<file path="src/rtl/hazard3_shift_pkg.sv">
// hazard3_shift_pkg: shared shifter op bit positions, legal op encodings and source tags
package hazard3_shift_pkg;
   localparam int SHIFT_OP_RNL   = 0;
   localparam int SHIFT_OP_ARITH = 1;
   localparam int SHIFT_OP_ROT   = 2;
   localparam logic [2:0] SHIFT_OP_SLL = 3'b000;
   localparam logic [2:0] SHIFT_OP_SRL = 3'b001;
   localparam logic [2:0] SHIFT_OP_SRA = 3'b011;
   localparam logic [2:0] SHIFT_OP_ROL = 3'b100;
   localparam logic [2:0] SHIFT_OP_ROR = 3'b101;
   localparam logic SHIFT_SRC_A = 1'b0;
   localparam logic SHIFT_SRC_B = 1'b1;
   function automatic logic shift_op_legal(input logic [2:0] op);
      return op inside {SHIFT_OP_SLL, SHIFT_OP_SRL, SHIFT_OP_SRA, SHIFT_OP_ROL, SHIFT_OP_ROR};
   endfunction
endpackage

</file>
<file path="src/rtl/hazard3_shift_barrel.sv">
// hazard3_shift_barrel: combinational right shifter/rotator; left ops bit-reverse in and out.
module hazard3_shift_barrel import hazard3_shift_pkg::*; #(
   parameter int W_DATA        = 32,
   parameter int W_SHAMT       = 5,
   parameter int EXTENSION_ZBB = 0
) (
   input  logic [W_DATA-1:0]  din,
   input  logic [W_SHAMT-1:0] shamt,
   input  logic [2:0]         op,
   output logic [W_DATA-1:0]  dout
);
   logic right, rot, fill;
   logic [W_DATA-1:0] din_r, acc;
   assign right = op[SHIFT_OP_RNL];
   assign rot   = (EXTENSION_ZBB != 0) && op[SHIFT_OP_ROT];
   assign fill  = !rot && right && op[SHIFT_OP_ARITH] && din[W_DATA-1];
   always_comb begin
      for (int i = 0; i < W_DATA; i++) din_r[i] = right ? din[i] : din[W_DATA-1-i];
      acc = din_r;
      for (int i = 0; i < W_SHAMT; i++)
         if (shamt[i]) acc = (acc >> (1 << i)) | (rot ? acc << (W_DATA - (1 << i)) : (fill ? ~({W_DATA{1'b1}} >> (1 << i)) : '0));
      for (int i = 0; i < W_DATA; i++) dout[i] = right ? acc[i] : acc[W_DATA-1-i];
   end
endmodule

</file>
<file path="src/rtl/hazard3_shift_sched.sv">
// hazard3_shift_sched: two-port arbiter over one shared barrel shifter with a tagged result register.
// HAZARD3_SHIFT_SCHED_RR_EN selects round-robin (else A has fixed priority); HAZARD3_ASSERTIONS adds protocol checks.
module hazard3_shift_sched import hazard3_shift_pkg::*; #(
   parameter int W_DATA        = 32,
   parameter int W_SHAMT       = 5,
   parameter int EXTENSION_ZBB = 0
) (
   input  logic               clk,
   input  logic               rst_n,
   input  logic               a_valid,
   output logic               a_ready,
   input  logic [W_DATA-1:0]  a_din,
   input  logic [W_SHAMT-1:0] a_shamt,
   input  logic [2:0]         a_op,
   input  logic               b_valid,
   output logic               b_ready,
   input  logic [W_DATA-1:0]  b_din,
   input  logic [W_SHAMT-1:0] b_shamt,
   input  logic [2:0]         b_op,
   output logic               rsp_valid,
   input  logic               rsp_ready,
   output logic               rsp_src,
   output logic [W_DATA-1:0]  rsp_data
);
   logic can_acc, pri_a, grant_b, xfer;
   logic [W_DATA-1:0] sh_din, sh_dout;
   logic [W_SHAMT-1:0] sh_shamt;
   logic [2:0] sh_op;
`ifdef HAZARD3_SHIFT_SCHED_RR_EN
   logic ptr;
   always_ff @(posedge clk or negedge rst_n)
      if (!rst_n) ptr <= SHIFT_SRC_A;
      else if (xfer) ptr <= grant_b ? SHIFT_SRC_A : SHIFT_SRC_B;
   assign pri_a = ptr == SHIFT_SRC_A;
`else
   assign pri_a = 1'b1;
`endif
   // A port's ready only looks at whether the other port would beat it, never at its own valid
   assign can_acc = rst_n && (!rsp_valid || rsp_ready);
   assign a_ready = can_acc && !(b_valid && !pri_a);
   assign b_ready = can_acc && !(a_valid && pri_a);
   assign grant_b = b_valid && !(a_valid && pri_a);
   assign xfer    = (a_valid && a_ready) || (b_valid && b_ready);
   assign sh_din   = grant_b ? b_din : a_din;
   assign sh_shamt = grant_b ? b_shamt : a_shamt;
   assign sh_op    = grant_b ? b_op : a_op;
   hazard3_shift_barrel #(
      .W_DATA(W_DATA),
      .W_SHAMT(W_SHAMT),
      .EXTENSION_ZBB(EXTENSION_ZBB)
   ) shifter (
      .din(sh_din),
      .shamt(sh_shamt),
      .op(sh_op),
      .dout(sh_dout)
   );
   always_ff @(posedge clk or negedge rst_n)
      if (!rst_n) begin
         rsp_valid <= 1'b0;
         rsp_src   <= SHIFT_SRC_A;
         rsp_data  <= '0;
      end else if (xfer) begin
         rsp_valid <= 1'b1;
         rsp_src   <= grant_b ? SHIFT_SRC_B : SHIFT_SRC_A;
         rsp_data  <= sh_dout;
      end else if (rsp_ready) begin
         rsp_valid <= 1'b0;
      end
`ifdef HAZARD3_ASSERTIONS
   assert property (@(posedge clk) disable iff (!rst_n) a_valid && !a_ready |=> a_valid && $stable({a_din, a_shamt, a_op}));
   assert property (@(posedge clk) disable iff (!rst_n) b_valid && !b_ready |=> b_valid && $stable({b_din, b_shamt, b_op}));
   assert property (@(posedge clk) disable iff (!rst_n) a_valid |-> shift_op_legal(a_op));
   assert property (@(posedge clk) disable iff (!rst_n) b_valid |-> shift_op_legal(b_op));
`endif
endmodule
</file>
<file path="config.mk">
export PLATFORM = sky130hd
export DESIGN_NAME = hazard3_shift_sched
export DESIGN_NICKNAME = d
export VERILOG_FILES = /design/src/rtl/hazard3_shift_pkg.sv /design/src/rtl/hazard3_shift_barrel.sv /design/src/rtl/hazard3_shift_sched.sv
export SDC_FILE = /design/constraint.sdc
export NUM_CORES = 1
export LEC_CHECK = 0
export ABC_AREA = 1
export CAP_MARGIN = 10
export CORE_ASPECT_RATIO = 1.25
export CORE_MARGIN = 5
export CORE_UTILIZATION = 45
export CTS_CLUSTER_DIAMETER = 100
export DETAILED_ROUTE_END_ITERATION = 8
export GPL_TIMING_DRIVEN = 0
export PLACE_DENSITY_LB_ADDON = 0.15
export SLEW_MARGIN = 10
export SYNTH_ARGS = -nofsm -noshare
export SYNTH_HDL_FRONTEND = slang
export SYNTH_HIERARCHICAL = 1
export SYNTH_SLANG_ARGS = --single-unit
</file>
<file path="constraint.sdc">
create_clock -name clk -period 0.9 [get_ports clk]
set_input_delay 0.225 -clock clk [delete_from_list [all_inputs] [get_ports clk]]
set_output_delay 0.225 -clock clk [all_outputs]
set_load 0.005 [all_outputs]
</file>
### Word level (Yosys, flattened, before mapping)

Cells that the tools add are included.

| word-level totals | value |
|---|---|
| bits of input ports | 85 |
| output and inout port bits | 36 |
| word-level logic and storage cells | 100 |
| bits in registers | 34 |

| cells by class | value |
|---|---|
| bitwise logic cells | 5 |
| mux-type cells | 80 |
| reduce and logical (&&, ||, !) cells | 12 |

Operators with widths:

| cell | number |
|---|---|
| $mux 32 | 11 |
| $mux 1 | 67 |
| $or 16x32->32 | 1 |
| $or 24x32->32 | 1 |
| $or 28x32->32 | 1 |
| $or 30x32->32 | 1 |
| $or 31x32->32 | 1 |
| $logic_and 1x1->1 | 7 |
| $mux 5 | 1 |
| $logic_not 1->1 | 2 |
| $logic_or 1x1->1 | 2 |
| $mux 2 | 1 |
| $reduce_bool 2->1 | 1 |

### Logic depth before layout (Yosys ltp)

| depth | value |
|---|---|
| word-level depth | 17 |
| gate-level depth with buffers | 22 |
| depth with buffers taken out | 20 |

### Modules after synthesis

The synthesis kept the hierarchy.

By module, submodules not included:

| module | times used | cells each | sequential area each (sq um) | area each (sq um) |
|---|---|---|---|---|
| hazard3_shift_barrel | 1 | 558 | 0.0 | 2508.7 |
| hazard3_shift_sched | 1 | 286 | 850.8 | 1931.9 |

### Worst setup path after synthesis

Ideal clock, no wire load.

| path | value |
|---|---|
| path type | input to register |
| start | in b_valid |
| end | reg rsp_data[0] |
| library setup time | 0.117 ns |
| path buffers | 3 |
| required time | 0.783 ns |
| cell stages on the path | 20 |
| path slack | -1.078 ns |
| data arrival time | 1.861 ns |
| cells stage by stage | inv_1 > nor2_2 > inv_2 > buf_2 > nand2_1 > nand2_1 > buf_2 > inv_2 > buf_2 > nand3_1 > nand3_1 > nand3_1 > nand2_1 > nand2_1 > nand2_1 > nand2_1 > nand3_1 > nand2_1 > nand4_1 > nand2_1 |

| between the ends | value |
|---|---|
| elaborated cells between the ends (all ways) | 56 |
| those cells by class | mux (46); bitwise (5); reduce/logical (5) |

RTL lines:

| item | line | source |
|---|---|---|
| start, declared | hazard3_shift_sched.sv:15 | `input logic b_valid,` |
| $logic_and 1x1->1 * | hazard3_shift_sched.sv:42 | `assign grant_b = b_valid && !(a_valid && pri_a);` |
| $mux 5 * | hazard3_shift_sched.sv:45 | `assign sh_shamt = grant_b ? b_shamt : a_shamt;` |
| via sh_shamt[0] | hazard3_shift_sched.sv:27 | `logic [W_SHAMT-1:0] sh_shamt;` |
| $mux 32 * | hazard3_shift_barrel.sv:21 | `if (shamt[i]) acc = (acc >> (1 << i)) \| (rot ? acc << (W_DATA - (1 << i)) : (fill ? ~({W_DATA{1'b1}} >> (1 << ...` |
| $or 30x32->32 | hazard3_shift_barrel.sv:21 |  |
| $mux 32 * | hazard3_shift_barrel.sv:21 |  |
| $or 28x32->32 | hazard3_shift_barrel.sv:21 |  |
| $mux 32 * | hazard3_shift_barrel.sv:21 |  |
| $or 24x32->32 | hazard3_shift_barrel.sv:21 |  |
| $mux 32 * | hazard3_shift_barrel.sv:21 |  |
| $or 16x32->32 | hazard3_shift_barrel.sv:21 |  |
| $mux 32 * | hazard3_shift_barrel.sv:21 |  |
| $mux 1 * | hazard3_shift_barrel.sv:22 | `for (int i = 0; i < W_DATA; i++) dout[i] = right ? acc[i] : acc[W_DATA-1-i];` |
| via sh_dout[0] | hazard3_shift_sched.sv:26 | `logic [W_DATA-1:0] sh_din, sh_dout;` |
| end signal, assigned | hazard3_shift_sched.sv:65 | `rsp_data <= sh_dout;` |
| end, declared | hazard3_shift_sched.sv:23 | `output logic [W_DATA-1:0] rsp_data` |

The timed path passes the listed nets; every way through them passes the cells marked *.
A chain may end at the register's enable or synchronous reset.

### Worst setup path after layout

| path | value |
|---|---|
| start | in b_valid |
| end | reg rsp_data[1] |

| between the ends | value |
|---|---|
| elaborated cells between the ends (all ways) | 55 |
| those cells by class | mux (45); bitwise (5); reduce/logical (5) |

RTL lines:

| item | line | source |
|---|---|---|
| $logic_and 1x1->1 * | hazard3_shift_sched.sv:42 |  |
| $mux 32 * | hazard3_shift_sched.sv:44 | `assign sh_din = grant_b ? b_din : a_din;` |
| via sh_din[8] | hazard3_shift_sched.sv:26 |  |
| $mux 1 | hazard3_shift_barrel.sv:18 | `for (int i = 0; i < W_DATA; i++) din_r[i] = right ? din[i] : din[W_DATA-1-i];` |
| $or 31x32->32 / $mux 32 (equally long branches) | hazard3_shift_barrel.sv:21 |  |
| $mux 32 * | hazard3_shift_barrel.sv:21 |  |
| $or 30x32->32 * | hazard3_shift_barrel.sv:21 |  |
| $mux 32 * | hazard3_shift_barrel.sv:21 |  |
| $or 28x32->32 * | hazard3_shift_barrel.sv:21 |  |
| $mux 32 * (3 in series) | hazard3_shift_barrel.sv:21 |  |
| $mux 1 * | hazard3_shift_barrel.sv:22 |  |
| via sh_dout[1] | hazard3_shift_sched.sv:26 |  |

Marks and branches as above.

==> key figures <==
Floorplan
  – Die Span Y: 120.9 um
  – CORE AREA: 0.009609 mm^2
  – Num rows: 40
  – Die X: 98.74 um
  – Starting Density: 46.09%
  – Die area: 0.01194 mm^2
  – Ports: 121

Global route
  – Largest net degree at the start of global routing: 36
  – Initial antenna violation count: 0
  – First-pass GRT wire length: 32140 um
  – Vias in the first global route: 6710
  – Grt ovf: 0
  – GRT Total Usage: 33.13%

Place
  – Detail Placement HPWL: 14080 um
  – Port bufs: 118
  – GPL Wtd Cong: 0.9868
  – Post-placement cell area: 0.006163 mm^2

Critical path
  – WP data arrival: 2.54 ns
  – Register-to-register setup slack: -0.40 ns
  – Crit-path max cell delay: 0.25 ns
  – CP bufs+invs: 5
  – Crit Path Max Fanout: 10
  – Critical setup path kind: in -> reg
  – Critical Path End Type: register
  – Worst reg2reg path startpoint: rsp_valid
  – CP Depth: 18
  – Crit-path cells: buf_8 -> inv_12 -> nor2_4 -> buf_4 -> buf_4 -> buf_4 -> nand2_1 -> nand2_1 -> nand2_1 -> nand3_1 -> nand3_1 -> nand3_1 -> nand3_1 -> nand3_2 -> nand3_1 -> nand2_1 -> nand4_1 -> nand2_1
  – Required time worst endpoint: 1.11 ns
  – Critical Path End: rsp_data[1]
  – Critical R2R Capture: rsp_data[27]
  – FF-to-FF path depth: 7
  – Critical path origin: b_valid
  – CP startpoint kind: primary input
  – Top delay family on crit path: simple AND/OR/NAND/NOR gates
  – Slowest-stage cell, CP: nand3_1

Synthesis
  – Gate Count Post-Synth: 841
  – Synth Warn #: 6
  – Net Count, Synth: 926
  – Post-Syn Area: 0.004429 mm^2
  – Syn_area_per_cell: 5.267 um^2

Outcome
  – Failing checks: DRC, hold timing, setup timing
  – Status: complete, but fails checks

Routing
  – Total number of vias: 7595
  – Post-route ant nets: 0
  – DRC violations left: 8
  – DR WL/cell: 22.66 um
  – Vias per Instance: 6.639
  – Starting DRC count in detailed routing: 920
  – DRT Pass-1 Iters: 9
  – Wirelength, routed: 25920 um

Timing
  – Setup WS post-layout: -1.429 ns
  – Clk_skew: 0.004322 ns
  – Tcrit/Tclk final: 258.8%
  – Clock period minus worst slack: 2.329 ns
  – Unrepaired setup endpoints after global routing: yes
  – Slew @ Worst Pin: 0.6721 ns
  – Hold Slack: -0.2026 ns
  – FMAX: 429.4 MHz
  – Final setup vio count: 70
  – Final slew viol count: 0
  – Setup_tns: -44.60 ns
  – Headroom to the max-slew limit: 55.19%
  – Hold Fails Final Rpt: 34

Power
  – Combinational share of power: 66.0%
  – Switching share of power: 46.57%
  – Internal power: 5.822 mW
  – PwrDens: 1289 mW/mm^2
  – Worst VDD drop: 0.7294 mV
  – Clock power share: 15.4%
  – P_sw: 5.075 mW
  – P_leak: 4.182 nW
  – Flop pwr share: 18.7%

Finish
  – Fin area: 0.008453 mm^2
  – Area Overhead vs Synth: 90.85%
  – Final net count: 1102
  – Share of cells above drive strength 1: 48.43%
  – Commonest non-fill, non-tap cell in the layout: nand2_1
  – Most frequent cells in the layout: nand2_1, nand3_2, nand2_2, nand3_1, clkdlybuf4s50_1
  – Fillers: 493
  – Final core utilization: 87.97%
  – Antenna Cells: 0

CTS
  – Clock Latency Late Sink: 0.27 ns
  – CTS root buffer: clkbuf_16
  – Sink Count: 34
  – Clock slew at reported path FFs: 0.05 ns
  – Cts bufs inserted: 5
  – Depth of the CTS H-tree: 2
  – Max clock buf depth: 2
  – CTS tree: built

Job
  – Max Cap Violations: 0

Worst hold path
  – Worst hold path type: in -> async
power groups by stage:
stage / logic (mW) / clock network [mW] / registers [mW]
final: 7.19 / 1.67 / 2.04
after global routing: 7.54 / 1.75 / 2.09
after CTS: 5.60 / 1.68 / 2.02
after detailed placement: 4.76 / 0 / 2.07
after global placement: 4.73 / 0 / 2.05
after floorplan: 2.83 / 0 / 2.10
area by class of cell:
class | instances | area (um^2) | share of cell area [%]
multi-input cells | 729 | 5120 | 60.57
repair buffers | 172 | 1534 | 18.15
flip-flops and latches | 34 | 850.8 | 10.07
plain buffers | 63 | 555.5 | 6.572
well taps | 126 | 157.7 | 1.865
clock buffers | 7 | 142.6 | 1.687
inverters | 12 | 87.58 | 1.036
clock inverters | 1 | 5.005 | 0.05921
worst min-delay path by stage:
stage / cells past startpoint / slack (ns) / endpoint
finish: 1 / -0.20 / rsp_data[17]
global route: 1 / -0.17 / rsp_data[16]
CTS: 1 / -0.20 / rsp_data[15]
detailed placement: 1 / 0.31 / rsp_data[15]
global placement: 2 / 0.45 / rsp_data[24]
floorplan: 0 / -0.07 / rsp_data[0]
flip-flops by register name (all words and copies together) (netlist names):
signal and count:
rsp_src 1, rsp_valid 1, rsp_data 32
per-stage QoR:
stage                     hold WS, ns  cells  total power [mW]  setup slack [ns]
final                         -0.2026   1144             10.90            -1.429
after global routing          -0.1750   1144             11.38            -1.439
after CTS                     -0.1975   1128             9.302            -1.069
after detailed placement       0.3122   1085             6.832            -2.214
after global placement         0.4534   1085             6.782            -2.209
after floorplan              -0.07059    841             4.933           -0.9578
per-layer routing:
metal	routed length, um	up-vias	share of wire [%]	GRT usage [%]
met2	12110	678	47	59.09
met3	2769	290	11	4.428
li1	-	3190	-	-
met5	0	-	0	0
met4	2823	0	11	26.39
met1	8215	3437	32	34.46
timing repair:
action | CTS | global route
gates resized for setup | 388 | 217
gates cloned | 5 | 1
pin swaps | 33 | 71
buffers inserted | 33 | 18
setup endpoints to repair | 70 | 70
endpoints found under the hold margin | 34 | 34
Power figures use the tool's default switching activity.
